**src/rtl/cavlc_pkg.sv**
```systemverilog
// Shared CAVLC parse definitions: coeff_token length bounds, decoded token layout, nC table class.
package cavlc_pkg;

  localparam int MAX_CT_LEN = 10;
  localparam int MIN_CT_LEN = 4;

  typedef enum logic [1:0] {
    NC_0TO2 = 2'd0,
    NC_2TO4 = 2'd1,
    NC_4TO8 = 2'd2,
    NC_8UP  = 2'd3
  } nc_class_t;

  typedef struct packed {
    logic [1:0] t1s;
    logic [4:0] tc;
    logic [3:0] len;
  } ct_tok_t;

endpackage

```
**src/rtl/coeff_token_nc4to8_match.sv**
```systemverilog
// Combinational coeff_token lookup for the 4 <= nC < 8 table; zero latency, no flow control.
module coeff_token_nc4to8_match
  import cavlc_pkg::*;
(
  input  logic [3:0]            len,
  input  logic [MAX_CT_LEN-1:0] bits,
  output logic                  hit,
  output logic [1:0]            t1s,
  output logic [4:0]            tc
);

  logic [MAX_CT_LEN-1:0] w_bits;
  logic [6:0]            w_res;
  logic                  w_hit;

  // Only the low len bits carry codeword content.
  assign w_bits = bits & ((10'd1 << len) - 10'd1);

  always_comb begin
    w_hit = 1'b1;
    w_res = 7'd0;
    case ({len, w_bits})
      {4'd4,  10'b1111}:       w_res = {2'd0, 5'd0};
      {4'd6,  10'b001111}:     w_res = {2'd0, 5'd1};
      {4'd4,  10'b1110}:       w_res = {2'd1, 5'd1};
      {4'd6,  10'b001011}:     w_res = {2'd0, 5'd2};
      {4'd5,  10'b01111}:      w_res = {2'd1, 5'd2};
      {4'd4,  10'b1101}:       w_res = {2'd2, 5'd2};
      {4'd6,  10'b001000}:     w_res = {2'd0, 5'd3};
      {4'd5,  10'b01100}:      w_res = {2'd1, 5'd3};
      {4'd5,  10'b01110}:      w_res = {2'd2, 5'd3};
      {4'd4,  10'b1100}:       w_res = {2'd3, 5'd3};
      {4'd7,  10'b0001111}:    w_res = {2'd0, 5'd4};
      {4'd5,  10'b01010}:      w_res = {2'd1, 5'd4};
      {4'd5,  10'b01011}:      w_res = {2'd2, 5'd4};
      {4'd4,  10'b1011}:       w_res = {2'd3, 5'd4};
      {4'd7,  10'b0001011}:    w_res = {2'd0, 5'd5};
      {4'd5,  10'b01000}:      w_res = {2'd1, 5'd5};
      {4'd5,  10'b01001}:      w_res = {2'd2, 5'd5};
      {4'd4,  10'b1010}:       w_res = {2'd3, 5'd5};
      {4'd7,  10'b0001001}:    w_res = {2'd0, 5'd6};
      {4'd6,  10'b001110}:     w_res = {2'd1, 5'd6};
      {4'd6,  10'b001101}:     w_res = {2'd2, 5'd6};
      {4'd4,  10'b1001}:       w_res = {2'd3, 5'd6};
      {4'd7,  10'b0001000}:    w_res = {2'd0, 5'd7};
      {4'd6,  10'b001010}:     w_res = {2'd1, 5'd7};
      {4'd6,  10'b001001}:     w_res = {2'd2, 5'd7};
      {4'd4,  10'b1000}:       w_res = {2'd3, 5'd7};
      {4'd8,  10'b00001111}:   w_res = {2'd0, 5'd8};
      {4'd7,  10'b0001110}:    w_res = {2'd1, 5'd8};
      {4'd7,  10'b0001101}:    w_res = {2'd2, 5'd8};
      {4'd5,  10'b01101}:      w_res = {2'd3, 5'd8};
      {4'd8,  10'b00001011}:   w_res = {2'd0, 5'd9};
      {4'd8,  10'b00001110}:   w_res = {2'd1, 5'd9};
      {4'd7,  10'b0001010}:    w_res = {2'd2, 5'd9};
      {4'd6,  10'b001100}:     w_res = {2'd3, 5'd9};
      {4'd9,  10'b000001111}:  w_res = {2'd0, 5'd10};
      {4'd8,  10'b00001010}:   w_res = {2'd1, 5'd10};
      {4'd8,  10'b00001101}:   w_res = {2'd2, 5'd10};
      {4'd7,  10'b0001100}:    w_res = {2'd3, 5'd10};
      {4'd9,  10'b000001011}:  w_res = {2'd0, 5'd11};
      {4'd9,  10'b000001110}:  w_res = {2'd1, 5'd11};
      {4'd8,  10'b00001001}:   w_res = {2'd2, 5'd11};
      {4'd8,  10'b00001100}:   w_res = {2'd3, 5'd11};
      {4'd9,  10'b000001000}:  w_res = {2'd0, 5'd12};
      {4'd9,  10'b000001010}:  w_res = {2'd1, 5'd12};
      {4'd9,  10'b000001101}:  w_res = {2'd2, 5'd12};
      {4'd8,  10'b00001000}:   w_res = {2'd3, 5'd12};
      {4'd10, 10'b0000001101}: w_res = {2'd0, 5'd13};
      {4'd9,  10'b000000111}:  w_res = {2'd1, 5'd13};
      {4'd9,  10'b000001001}:  w_res = {2'd2, 5'd13};
      {4'd9,  10'b000001100}:  w_res = {2'd3, 5'd13};
      {4'd10, 10'b0000001001}: w_res = {2'd0, 5'd14};
      {4'd10, 10'b0000001100}: w_res = {2'd1, 5'd14};
      {4'd10, 10'b0000001011}: w_res = {2'd2, 5'd14};
      {4'd10, 10'b0000001010}: w_res = {2'd3, 5'd14};
      {4'd10, 10'b0000000101}: w_res = {2'd0, 5'd15};
      {4'd10, 10'b0000001000}: w_res = {2'd1, 5'd15};
      {4'd10, 10'b0000000111}: w_res = {2'd2, 5'd15};
      {4'd10, 10'b0000000110}: w_res = {2'd3, 5'd15};
      {4'd10, 10'b0000000001}: w_res = {2'd0, 5'd16};
      {4'd10, 10'b0000000100}: w_res = {2'd1, 5'd16};
      {4'd10, 10'b0000000011}: w_res = {2'd2, 5'd16};
      {4'd10, 10'b0000000010}: w_res = {2'd3, 5'd16};
      default:                 w_hit = 1'b0;
    endcase
  end

  assign hit = w_hit;
  assign t1s = w_res[6:5];
  assign tc  = w_res[4:0];

endmodule

```
**src/rtl/coeff_token_nc4to8_decoder.sv**
```systemverilog
// Bit-serial coeff_token decoder (4 <= nC < 8): token valid the cycle after the last bit;
// while a token waits on tok_ready, or after an unmatched 10-bit string, no bits are accepted.
module coeff_token_nc4to8_decoder
  import cavlc_pkg::*;
#(
  parameter int MAXLEN = 10,
  parameter int LWIDTH = 4
) (
  input  logic              clk,
  input  logic              rst,
  input  logic              flush,
  input  logic              bit_valid,
  input  logic              bit_in,
  output logic              bit_ready,
  output logic              tok_valid,
  input  logic              tok_ready,
  output logic [1:0]        trailing_ones,
  output logic [4:0]        total_coeff,
  output logic [LWIDTH-1:0] code_len,
  output logic              err
);

  localparam logic [1:0] ST_COLLECT = 2'd0;
  localparam logic [1:0] ST_HOLD    = 2'd1;
  localparam logic [1:0] ST_ERROR   = 2'd2;

  logic [1:0]        r_state;
  logic [MAXLEN-1:0] r_shreg;
  logic [3:0]        r_cnt;
  ct_tok_t           r_tok;
  logic              r_err;

  logic              w_take;
  logic [MAXLEN-1:0] w_next;
  logic [3:0]        w_len;
  logic              w_hit;
  logic [1:0]        w_t1s;
  logic [4:0]        w_tc;

  assign w_take = bit_valid & bit_ready;
  assign w_next = {r_shreg[MAXLEN-2:0], bit_in};
  assign w_len  = (r_cnt >= 4'(MAXLEN)) ? 4'(MAXLEN) : r_cnt + 4'd1;

  coeff_token_nc4to8_match u_match (
    .len  (w_len),
    .bits (w_next),
    .hit  (w_hit),
    .t1s  (w_t1s),
    .tc   (w_tc)
  );

  always_ff @(posedge clk or posedge rst) begin
    if (rst) begin
      r_state <= ST_COLLECT;
      r_shreg <= '0;
      r_cnt   <= '0;
      r_tok   <= '0;
      r_err   <= 1'b0;
    end else if (flush) begin
      r_state <= ST_COLLECT;
      r_shreg <= '0;
      r_cnt   <= '0;
      r_tok   <= '0;
      r_err   <= 1'b0;
    end else begin
      case (r_state)
        ST_COLLECT: begin
          if (w_take) begin
            if (w_hit) begin
              r_tok   <= '{t1s: w_t1s, tc: w_tc, len: w_len};
              r_shreg <= '0;
              r_cnt   <= '0;
              r_state <= ST_HOLD;
            end else if (w_len == 4'(MAXLEN)) begin
              // Only the all-zero string reaches full length unmatched.
              r_err   <= 1'b1;
              r_shreg <= '0;
              r_cnt   <= '0;
              r_state <= ST_ERROR;
            end else begin
              r_shreg <= w_next;
              r_cnt   <= w_len;
            end
          end
        end
        ST_HOLD: begin
          if (tok_ready) begin
            r_tok   <= '0;
            r_state <= ST_COLLECT;
          end
        end
        default: r_state <= r_state;
      endcase
    end
  end

  // Gated by rst so every output reads 0 while reset is held.
  assign bit_ready     = (r_state == ST_COLLECT) & ~rst;
  assign tok_valid     = (r_state == ST_HOLD);
  assign trailing_ones = r_tok.t1s;
  assign total_coeff   = r_tok.tc;
  assign code_len      = LWIDTH'(r_tok.len);
  assign err           = r_err;

endmodule

```
**config.mk**
```make
export PLATFORM = sky130hd
export DESIGN_NAME = coeff_token_nc4to8_decoder
export DESIGN_NICKNAME = d
export VERILOG_FILES = /design/src/rtl/cavlc_pkg.sv /design/src/rtl/coeff_token_nc4to8_match.sv /design/src/rtl/coeff_token_nc4to8_decoder.sv
export SDC_FILE = /design/constraint.sdc
export NUM_CORES = 1
export LEC_CHECK = 0
export BUFFER_PORTS_ARGS = -buffer_cell sky130_fd_sc_hd__buf_2
export CAP_MARGIN = 20
export CORE_ASPECT_RATIO = 2
export CORE_MARGIN = 4
export CORE_UTILIZATION = 63
export CTS_BUF_LIST = sky130_fd_sc_hd__clkbuf_4
export DETAILED_ROUTE_END_ITERATION = 7
export PLACE_DENSITY = 0.84
export SYNTH_ARGS = -nofsm -noshare
export SYNTH_HDL_FRONTEND = slang
export SYNTH_SLANG_ARGS = --single-unit
```
**constraint.sdc**
```tcl
create_clock -name clk -period 5.3 [get_ports clk]
set_clock_uncertainty 0.2 [all_clocks]
set_input_delay 0.53 -clock clk [delete_from_list [all_inputs] [get_ports clk]]
set_output_delay 0.53 -clock clk [all_outputs]
set_load 0.005 [all_outputs]
```
-- Yosys cells after proc, flatten, opt, wreduce, memory -nomap -nowiden
Cells that the tools add are included.
Widths: inputs -> output; s select.
- add/sub/neg operators: 2
- magnitude comparators: 1
- eq/ne operators: 69
- shift operators: 1
- muxes and demuxes: 29
- bitwise operators: 4
- reductions and logical operators: 10
- operator list (kind ; number):
    $eq 14x13->1 const B ; 32
    $pmux 7 s61 ; 1
    $eq 14x14->1 const B ; 30
    $reduce_or 62->1 ; 1
    $mux 9 ; 5
    $mux 11 ; 4
    $mux 4 ; 6
    $pmux 11 s2 ; 1
    $reduce_and 4->1 ; 3
    $and 10x10->10 ; 1
    $mux 2 ; 5
    $shl 1x4->10 const A ; 1
    $sub 10x1->10 const B ; 1
    $mux 1 ; 6
    $ne 3x2->1 const B ; 2
    $reduce_bool 2->1 ; 3
    $add 4x1->4 const B ; 1
    $eq 4x4->1 const B ; 1
    $ge 4x4->1 const B ; 1
    $ne 4x3->1 const B ; 1
    $pmux 2 s2 ; 1
    $ne 3x3->1 const B ; 1
    $reduce_bool 3->1 ; 1
    $and 1x1->1 ; 2
    other kinds (5) ; 5
- register bits: 27
- bits of input ports: 6
- word-level logic and storage cells: 123

-- Depth between registers and ports, before layout
Gate-level depths: netlist (run 1).
- depth in word-level cells: 12
- mapped depth: 22
- mapped depth without buffers: 15

-- By module
From an unflattened synthesis (run 1), not the netlist that was laid out.
- cells, all modules: 322
- area, all modules: 2556.2 sq um
- by module, submodules not included (module ; instances ; cells an instance ; area each (sq um)):
    coeff_token_nc4to8_match ; 1 ; 210 ; 1286.2
    coeff_token_nc4to8_decoder ; 1 ; 112 ; 1270.0

-- Worst setup path after synthesis (run 1)
OpenSTA, ideal clock, no wires.
- path kind: reg-to-reg
- start: reg r_cnt[0]
- end: reg r_shreg[0]
- library setup time: 0.068 ns
- data arrival time: 4.238 ns
- data required time: 5.032 ns
- path slack: 0.794 ns
- cell stages (with the launch flop): 21
- path buffers: 7
- period minus slack after synthesis: 4.506 ns
- cell sequence: dfrtp_1 buf_2 buf_1 inv_1 ha_1 buf_2 nor3b_1 nand2_1 ha_1 clkbuf_1 buf_2 xnor2_1 nor3_1 o21ai_0 o21ai_0 a221o_1 a2111oi_4 and3_1 buf_4 buf_6 a32o_1
- cells in the longest elaborated chain, start to end: 12
- elaborated cells between the ends (all ways): 76
- RTL lines (element ; line ; source):
    from (decl) ; coeff_token_nc4to8_decoder.sv:29 ; logic [3:0] r_cnt;
    from (signal assigned) ; coeff_token_nc4to8_decoder.sv:82 ; r_cnt <= w_len;
    $add 4x1->4 / $ge 4x4->1 (equally long branches) ; coeff_token_nc4to8_decoder.sv:42 ; assign w_len = (r_cnt >= 4'(MAXLEN)) ? 4'(MAXLEN) : r_cnt + 4'd1;
    $mux 4 * ; coeff_token_nc4to8_decoder.sv:42 ;
    $shl 1x4->10 ; coeff_token_nc4to8_match.sv:17 ; assign w_bits = bits & ((10'd1 << len) - 10'd1);
    $sub 10x1->10 ; coeff_token_nc4to8_match.sv:17 ;
    $and 10x10->10 ; coeff_token_nc4to8_match.sv:17 ;
    $eq 14x13->1 / $eq 14x14->1 (equally long branches) ; coeff_token_nc4to8_match.sv:22 ; case ({len, w_bits})
    $reduce_or 62->1 (no line) ; - ;
    $mux 1 ; coeff_token_nc4to8_match.sv:22 ;
    $mux 9 * ; coeff_token_nc4to8_decoder.sv:69 ; if (w_hit) begin
    $mux 9 * ; coeff_token_nc4to8_decoder.sv:68 ; if (w_take) begin
    $mux 9 * ; coeff_token_nc4to8_decoder.sv:66 ; case (r_state)
    $mux 9 * ; coeff_token_nc4to8_decoder.sv:59 ; end else if (flush) begin
    to (signal assigned) ; coeff_token_nc4to8_decoder.sv:81 ; r_shreg <= w_next;
    to (decl) ; coeff_token_nc4to8_decoder.sv:28 ; logic [MAXLEN-1:0] r_shreg;
Mark *: on every way between the ends. The rest lies on a longest branch, timed or not. The select of a mux whose other input is x is not followed.
A chain may end at the register's enable or synchronous reset.

-- Worst setup path after layout (run 1)
- start: reg r_cnt[0]
- end: reg r_cnt[3]
- cells in the longest elaborated chain, start to end: 12
- elaborated cells between the ends (all ways): 76
- RTL lines (element ; line):
    $add 4x1->4 / $ge 4x4->1 (equally long branches) ; coeff_token_nc4to8_decoder.sv:42
    $mux 4 * ; coeff_token_nc4to8_decoder.sv:42
    $shl 1x4->10 ; coeff_token_nc4to8_match.sv:17
    $sub 10x1->10 ; coeff_token_nc4to8_match.sv:17
    $and 10x10->10 ; coeff_token_nc4to8_match.sv:17
    $eq 14x13->1 / $eq 14x14->1 (equally long branches) ; coeff_token_nc4to8_match.sv:22
    $reduce_or 62->1 (no line) ; -
    $mux 1 ; coeff_token_nc4to8_match.sv:22
    $mux 4 * ; coeff_token_nc4to8_decoder.sv:69
    $mux 4 * ; coeff_token_nc4to8_decoder.sv:68
    $mux 4 * ; coeff_token_nc4to8_decoder.sv:66
    $mux 4 * ; coeff_token_nc4to8_decoder.sv:59
Marks and branches as above.

==> impl.org, run 1 <==
** Status
- The flow ran to the end, and the final reports show no timing, DRC or antenna violations.

** Critical path
- The cell family contributing the most delay on the critical path is compound AO/OA/AOI/OAI gates.
- By startpoint and endpoint, the worst setup path is classified as flop to flop.
- Element type at the critical path end :: flop
- STA puts the critical path data arrival time at 4.92 ns.
- Cell with the largest stage delay on the worst path :: ha_1
- Critical path depth :: 14
- Largest fanout of any net on the critical path :: 17
- R2R depth :: 14
- Buf/Inv on CP :: 1
- Kind of launch point of the worst setup path :: flop
- In this design, the stage delay of the slowest critical-path cell is 0.60 ns.
- For the worst setup path, the data required time is ~5.3 ns.
- Cells traversed along the worst timing path :: inv_1 -> ha_1 -> nor3b_1 -> nand2_1 -> ha_1 -> a21boi_0 -> nand2_1 -> nor2_1 -> a32oi_1 -> o221ai_1 -> o21a_1 -> a2111oi_4 -> and3_2 -> a32o_1

** Timing
- RSZ-0062 raised after global routing :: no
- Derived from the worst setup path, the maximum achievable clock frequency is between 200 and 250 MHz.
- In the finished design, the share of the clock period the worst path needs comes to 0.925.
- Worst slew pin tran :: 0.983 ns
- Number of endpoints failing setup at the final stage :: 0
- For the finished layout, the period the worst path requires is 4.90 ns.
- Measured against its own limit, the worst slew margin works out to 0.345.
- Setup total negative slack :: 0 ns
- The final hold violation count came to 0.
- The final number of max-transition violations came to 0.
- Post-layout worst setup margin :: between 0.3 and 0.4 ns

** Place
- The congestion estimate from routability-driven global placement came to between 1 and 1.5.
- Post-detailed-placement half-perimeter wirelength :: between 8 and 9 mm
- # port buffers :: 19
- Total instance count after detailed placement :: around 450
- Prior to clock tree synthesis, the placed netlist has a worst setup slack of 0.388 ns.

** Drt
- The detail route stage leaves a number of antenna-violating nets equal to 0.
- Final routed DRC violation total :: 0
- For this block, the routed nets add up to about 11 mm of wire.
- Violation count after the first detailed-routing iteration :: 368
- The first TritonRoute pass finished after 5 iterations.
- Total vias in the final route :: between 3k and 4k
- Dividing the detail-routed via count by the number of cells gives 7.68.
- In the final routed layout, each cell accounts on average for 24.8 um.

** Clock network
- CTS placed an instance of clkbuf_4 at the clock tree root.
- The clock net in this run drives a total of 27 sinks.
- Count of hold-fix buffers inserted at cts :: 0
- Worst-skew pair later-pin latency :: 0.33 ns
- After clock tree synthesis, the clock-pin slew on the worst setup and hold paths is around 0.14 ns.
- H-Tree Depth :: 1
- Number of buffers created by CTS :: 3
- TritonCTS built the clock tree.
- Buffer depth of the longest clock path :: 2

** Synthesis
- Count of flip-flops with a built-in enable after synthesis :: 0
- Synthesis produced a netlist with a net count of 383.
- Post-synth design cell area :: 2880 um2
- Cell types with the largest area share after synthesis :: dfrtp_1 23%, nand2_1 6.5%, a21oi_1 4.7%, a32o_1 3.8%, o21ai_0 3.8%
- Number of warning messages in the yosys log :: 0
- Cells after Synth :: 374
- Async S/R FF share, synth :: 1.00
- Of the synthesized area, sequential elements account for 0.235.
- Post-synthesis area per instance :: 7.70 um2
- Share of the synthesized area in the top cell type :: 0.235
- The netlist uses 78 different library cells.
- Dominant synthesized flop cell :: dfrtp_1
- Counting flops and latches in the post-synthesis netlist gives 27.
- The synthesized design spends more area on one cell type than any other, namely dfrtp_1.

** Floorplanning
- Die area :: ~5800 um2
- Floorplan die width :: 55.8 um
- Die Height :: 104 um
- The core region is 4380 um2.
- The initial utilization of the core area, before any placement, comes to 0.657.
- 20 I/O pins were placed.
- Placement Rows :: 34

** Finish
- Footprint of the multi-input gates :: 2010 um2
- The finished layout holds approximately 450 standard cells, fillers aside.
- Commonest cells after routing, fill and taps aside :: 50 x nand2_1, 27 x a21oi_1, 27 x dfrtp_1
- Layout cell share with drive strength beyond 1 :: 0.185
- Area used by sequential logic in the layout :: 676 um2
- From synthesis to final layout, the design area changed by 8.04%.
- For this run, the share of the core covered by cells in the final layout is 0.710.
- The filler cells instantiated in the layout total 379.
- Commonest non-fill, non-tap cell in the layout :: nand2_1
- The repair_antennas step left the layout with diodes totalling 0.
- Final nets :: 405

** GRT
- Maximum number of pins on one net before global-route repair :: 28
- The number of antenna violations at the first check in global routing was 0.
- Remaining global-route overflow :: 0
- Across every metal layer, demand over resource in global routing totals 0.394.
- The first global-routing pass estimated 17.9 mm of wire.
- The via count of the first global-routing pass is 3499.

** Power
- Static leakage power :: about 1.3 nW
- Peak ir drop on the vdd network :: 182 uV
- Overall power consumption after layout is estimated at 0.392 mW.
- In this run the power density over the cells is 126 nW/um2.

** Hold path
- Worst min-delay path category :: input pin to async pin

** Flow run
- Across the run, the number of max-cap violations was 0.
==> final timing paths <==
check	start	endpoint	slack, ns
setup / recovery	r_cnt[0]	r_cnt[3]	0.40
max in group asynchronous	rst	r_shreg[1]	4.10
hold reg to reg	r_shreg[8]	r_shreg[8]	0.31
min in group clk	tok_ready	r_state[0]	0.28
hold / removal	rst	code_len[1]	0.20
setup reg to reg	r_cnt[0]	r_cnt[3]	0.40
==> cell families (layout without fill, tap and decap cells) <==
group	Yosys count	in the layout	share of synthesized area
and+or+nand+nor	145	145	0.252
AOI/OAI and AO/OA	151	151	0.401
buffers and inverters	40	61	0.0704
DFF	27	27	0.235
xor gates and xnor gates	5	5	0.0178
adders and majority gates	3	3	0.0130
muxes	3	3	0.0109
==> Yosys cell counts, drive strengths merged, types with 10 or more instances <==
| cell type | n |
|---|---|
| dfrtp | 27 |
| nor3 | 19 |
| buf | 17 |
| o21ai | 26 |
| o22ai | 11 |
| inv | 13 |
| a21oi | 28 |
| nand3 | 10 |
| nor2 | 19 |
| nand2 | 51 |
| a32o | 11 |
| clkbuf | 10 |
==> layout make-up <==
| cell class | instances | area share |
|---|---|---|
| flip-flops and latches | 27 | 0.217 |
| clock buffers | 3 | 0.00724 |
| repair buffers | 44 | 0.0909 |
| clock inverters | 1 | 0.00161 |
| well taps | 54 | 0.0217 |
| inverters | 13 | 0.0157 |
| multi-input cells | 307 | 0.646 |
==> timing repair <==
| action | CTS | global route |
|---|---|---|
| setup endpoints to repair | 0 | 15 |
| buffers inserted | 0 | 0 |
| resized for setup | 0 | 2 |
==> flip-flops by register name, indices dropped and copies added (netlist names) <==
name / count
r_shreg: 9
total_coeff: 5
code_len: 4
r_cnt: 4
r_state: 2
trailing_ones: 2
err: 1
==> layer usage <==
metal  part of all wire  GRT usage  vias up
li1                   -          -     1495
met3              0.089     0.0760       97
met2               0.50      0.664      288
met1               0.32      0.405     1570
met5                  0          0        -
met4              0.091      0.332        0
==> where the power goes <==
part           internal (mW)  switching (mW)  total (mW)
sequential             0.207         0.00302       0.210
combinational         0.0272          0.0670      0.0942
clock                 0.0284          0.0589      0.0873
total                  0.263           0.129       0.392
==> per-stage QoR <==
stage | hold WS, ns | instance area [um2]
2_1_floorplan | 0.260 | 2880
3_3_place_gp | 0.267 | 3080
3_5_place_dp | 0.283 | 3080
4_1_cts | 0.233 | 3100
5_1_grt | 0.263 | 3110
6_report | 0.202 | 3110
No activity file was read; power rests on OpenSTA's default activity.
==> run 2: changes to the inputs <==
- CAP_MARGIN: 20 -> 15
- CORE_UTILIZATION: 63 -> 50
- PLACE_DENSITY: 0.84 -> 0.69
- clock period: 5.3 -> 5.65 ns (I/O delays scaled with it)
==> impl.org, run 2 (synthesized netlist as in run 1, its figures left out) <==
** Floorplanning
- The number of placement rows is 38 (+12%).
- The die height came to 115 um (+11%).
- The number of top-level pins was 20 (unchanged).
- The area of the core was 5520 um2 (+26%).
- Floorplan die width :: 61.7 um (+10%)
- Starting density of the core :: 0.522 (-0.135)
- Die area :: 7110 um2 (+23%)

** Power
- Switch share :: 0.321 (-0.00775)
- The maximum vdd drop came to 173 uV (-5.3%).
- The internal portion of total power is 0.251 mW (-4.5%).
- Part of the power in registers :: 0.532 (-0.005)
- The clock network fraction of design power is 0.231 (+0.008).
- Power Dens Cells :: 121 nW/um2 (-4.3%)
- Static leakage power :: 1.24 nW (-2.2%)
- The part of the total power dissipated in combinational logic was 0.237 (-0.003).
- The total net switching power is 0.119 mW (-7.8%).

** Critical path
- STA classifies the critical path startpoint as a flop.
- The register-to-register setup slack was 0.25 ns (-0.15 ns).
- Critical R2R Launch :: r_cnt[1]
- Element type at the critical path end :: flop
- Largest fanout of any net on the critical path :: 17 (unchanged)
- The worst setup path is of the flop to flop kind.
- Worst setup path startpoint :: r_cnt[1]
- The critical path arrival was 5.42 ns (+0.50 ns).
- The required time of the worst setup path came to 5.67 ns (+0.35 ns).

** Place
- Post-detailed-placement half-perimeter wirelength :: 8.82 mm (+4.0%)
- GP Congestion :: 1.18 (+3.2%)
- # port buffers :: 19 (unchanged)

** Finish
- Commonest non-fill, non-tap cell in the layout :: nand2_1
- Number of flip-flops in the largest register :: 9 (unchanged)
- Leaving out fill and tap cells, the most frequent cells in the layout are 50 x nand2_1, 27 x a21oi_1, 27 x dfrtp_1.
- Ranked by flip-flop count, first place goes to r_shreg.
- Layout Area Growth over Synthesis :: 6.56%
- The number of diodes came to 0 (unchanged).
- Final nets :: 399 (-1.5%)
- The utilization after layout was 0.556 (-0.154).
- The fraction of layout instances using a drive strength above 1 came to 0.167 (-0.0177).

** Timing
- The timing-limited maximum frequency was 185 MHz (-9.2%).
- Worst hold slack :: 0.244 ns (+0.0413 ns)
- Setup total negative slack :: 0 ns (unchanged)
- The shortest clock period the worst path allows after layout came to 5.40 ns (+0.498 ns).
- The final-report setup violation count came to 0 (unchanged).
- Worst rel slew slack :: 0.353 (+0.00882)
- Final hold viol count :: 0 (unchanged)
- The pin slew with the least headroom to its limit was 0.969 ns (-0.0143 ns).
- Setup repair after global routing left no endpoint under its margin.
- Number of max-slew violations in the final report :: 0 (unchanged)
- Tcrit/Tclk final :: 0.956 (+0.0309)

** GRT
- The leftover overflow at the end of global routing was 0 (unchanged).
- Initial antenna violation count :: 0 (unchanged)
- Routing layer with the top usage in global route :: met2
- Maximum number of pins on one net before global-route repair :: 28 (unchanged)
- The combined global-route utilization of all metal layers came to 0.345 (-0.0491).
- Met2 global-route usage :: 0.577 (-0.0871)
- The first-pass GRT wire length is 17.8 mm (-0.24%).
- Number of global-route vias before repair :: 3099 (-11%)
- The met3 track utilization from global routing is 0.0472 (-0.0288).
- The met1 demand-to-capacity share in global routing came to 0.387 (-0.0180).

** Hold path
- The path class of the tightest hold or removal check is input pin to async pin.

** Drt
- The length of the first detailed-routing pass in iterations came to 5 (unchanged).
- Total vias in the final route :: 3339 (-3.2%)
- Per-cell via count in the routed design :: 7.44 (-3.2%)
- Number of nets still failing antenna checks after routing :: 0 (unchanged)
- The number of DRC violations after detailed routing came to 0 (unchanged).
- The iteration-0 DRC count of the detailed router is 366 (-0.54%).
- The total wire length came to 11.3 mm (+2.0%).
- The average detailed-routed wire length per instance was 25.3 um (+2.0%).

** Clock network
- The number of buffers added to fix hold violations after cts is 0 (unchanged).
- Clk slew on worst S/H paths :: 0.14 ns (about the same)
- The count of cells resized by post-cts repair is 0 (unchanged).
- Number of buffers created by CTS :: 3 (unchanged)
- Buffer depth of the longest clock path :: 2 (unchanged)
- Number of sinks on the clock net :: 27 (unchanged)
- Worst-skew pair later-pin latency :: 0.33 ns (about the same)
- The number of setup buffers added after CTS is 0 (unchanged).
- In this run the clock root is driven by a clkbuf_4.
- TritonCTS built the clock tree.
- H-Tree Depth :: 1 (unchanged)

** Flow run
- The count of maximum capacitance violations is 0 (unchanged).

** Status
- Run status :: complete, no violations
## run 2: cell count changes in the layout (fill, tap and decap cells not counted)
| cell | before | now |
|---|---|---|
| nor4_1 | 5 | 6 |
| clkinv_2 | 1 | 0 |
| and3_2 | 1 | 0 |
| nor4_2 | 1 | 0 |
| and3_1 | 3 | 4 |
| buf_4 | 25 | 19 |
| clkbuf_4 | 3 | 4 |
## run 2: power by group through the flow
stage	logic (mW)	registers, mW	clock network, mW
after floorplan	0.0625	0.199	0
after global placement	0.0844	0.200	0
after detailed placement	0.0848	0.200	0
after CTS	0.0852	0.197	0.0893
after global routing	0.0946	0.197	0.0983
final	0.0876	0.197	0.0855
## run 2: metal layers
layer  share of wire  up-vias  wire [um]
li1                -     1492          -
met1            0.32     1539       3650
met2            0.50      235       5700
met3           0.074       73        834
met4            0.10        0       1150
met5               0        -          0
## run 2: critical path, stage by stage (launching register included)
cell	delay, ns
dfrtp_1	0.66
ha_1	0.48
nand2b_1	0.41
nor2_1	0.07
nand2_1	0.07
ha_1	0.55
and3_1	0.27
nand2_1	0.06
nor2_1	0.55
a41oi_1	0.29
nor4_1	0.72
nor4_1	0.22
and3_1	0.40
a32o_1	0.34
## run 2: final timing paths
kind,end,depth (start not counted)
max in group asynchronous,r_shreg[2],2
worst min register to register,total_coeff[1],2
worst min-delay path,r_state[1],2
min in group clk,r_state[0],4
worst max-delay path,r_shreg[8],13
worst max register to register,r_shreg[8],13
## run 2: through the flow
step	instance area, um2	std cells	power (mW)	setup slack [ns]
3_5_place_dp	3040	445	0.285	0.490
2_1_floorplan	2880	374	0.262	1.14
3_3_place_gp	3040	445	0.285	0.428
4_1_cts	3070	449	0.371	0.458
5_1_grt	3070	449	0.390	0.0607
6_report	3070	449	0.370	0.249
## run 2: final cells by class
type / count / area [um2]
multi-input cells: 307 / 2000
well taps: 60 / 75.1
clock buffers: 4 / 30.0
fillers: 553 / 2450
flip-flops and latches: 27 / 676
repair buffers: 38 / 238
inverters: 13 / 48.8
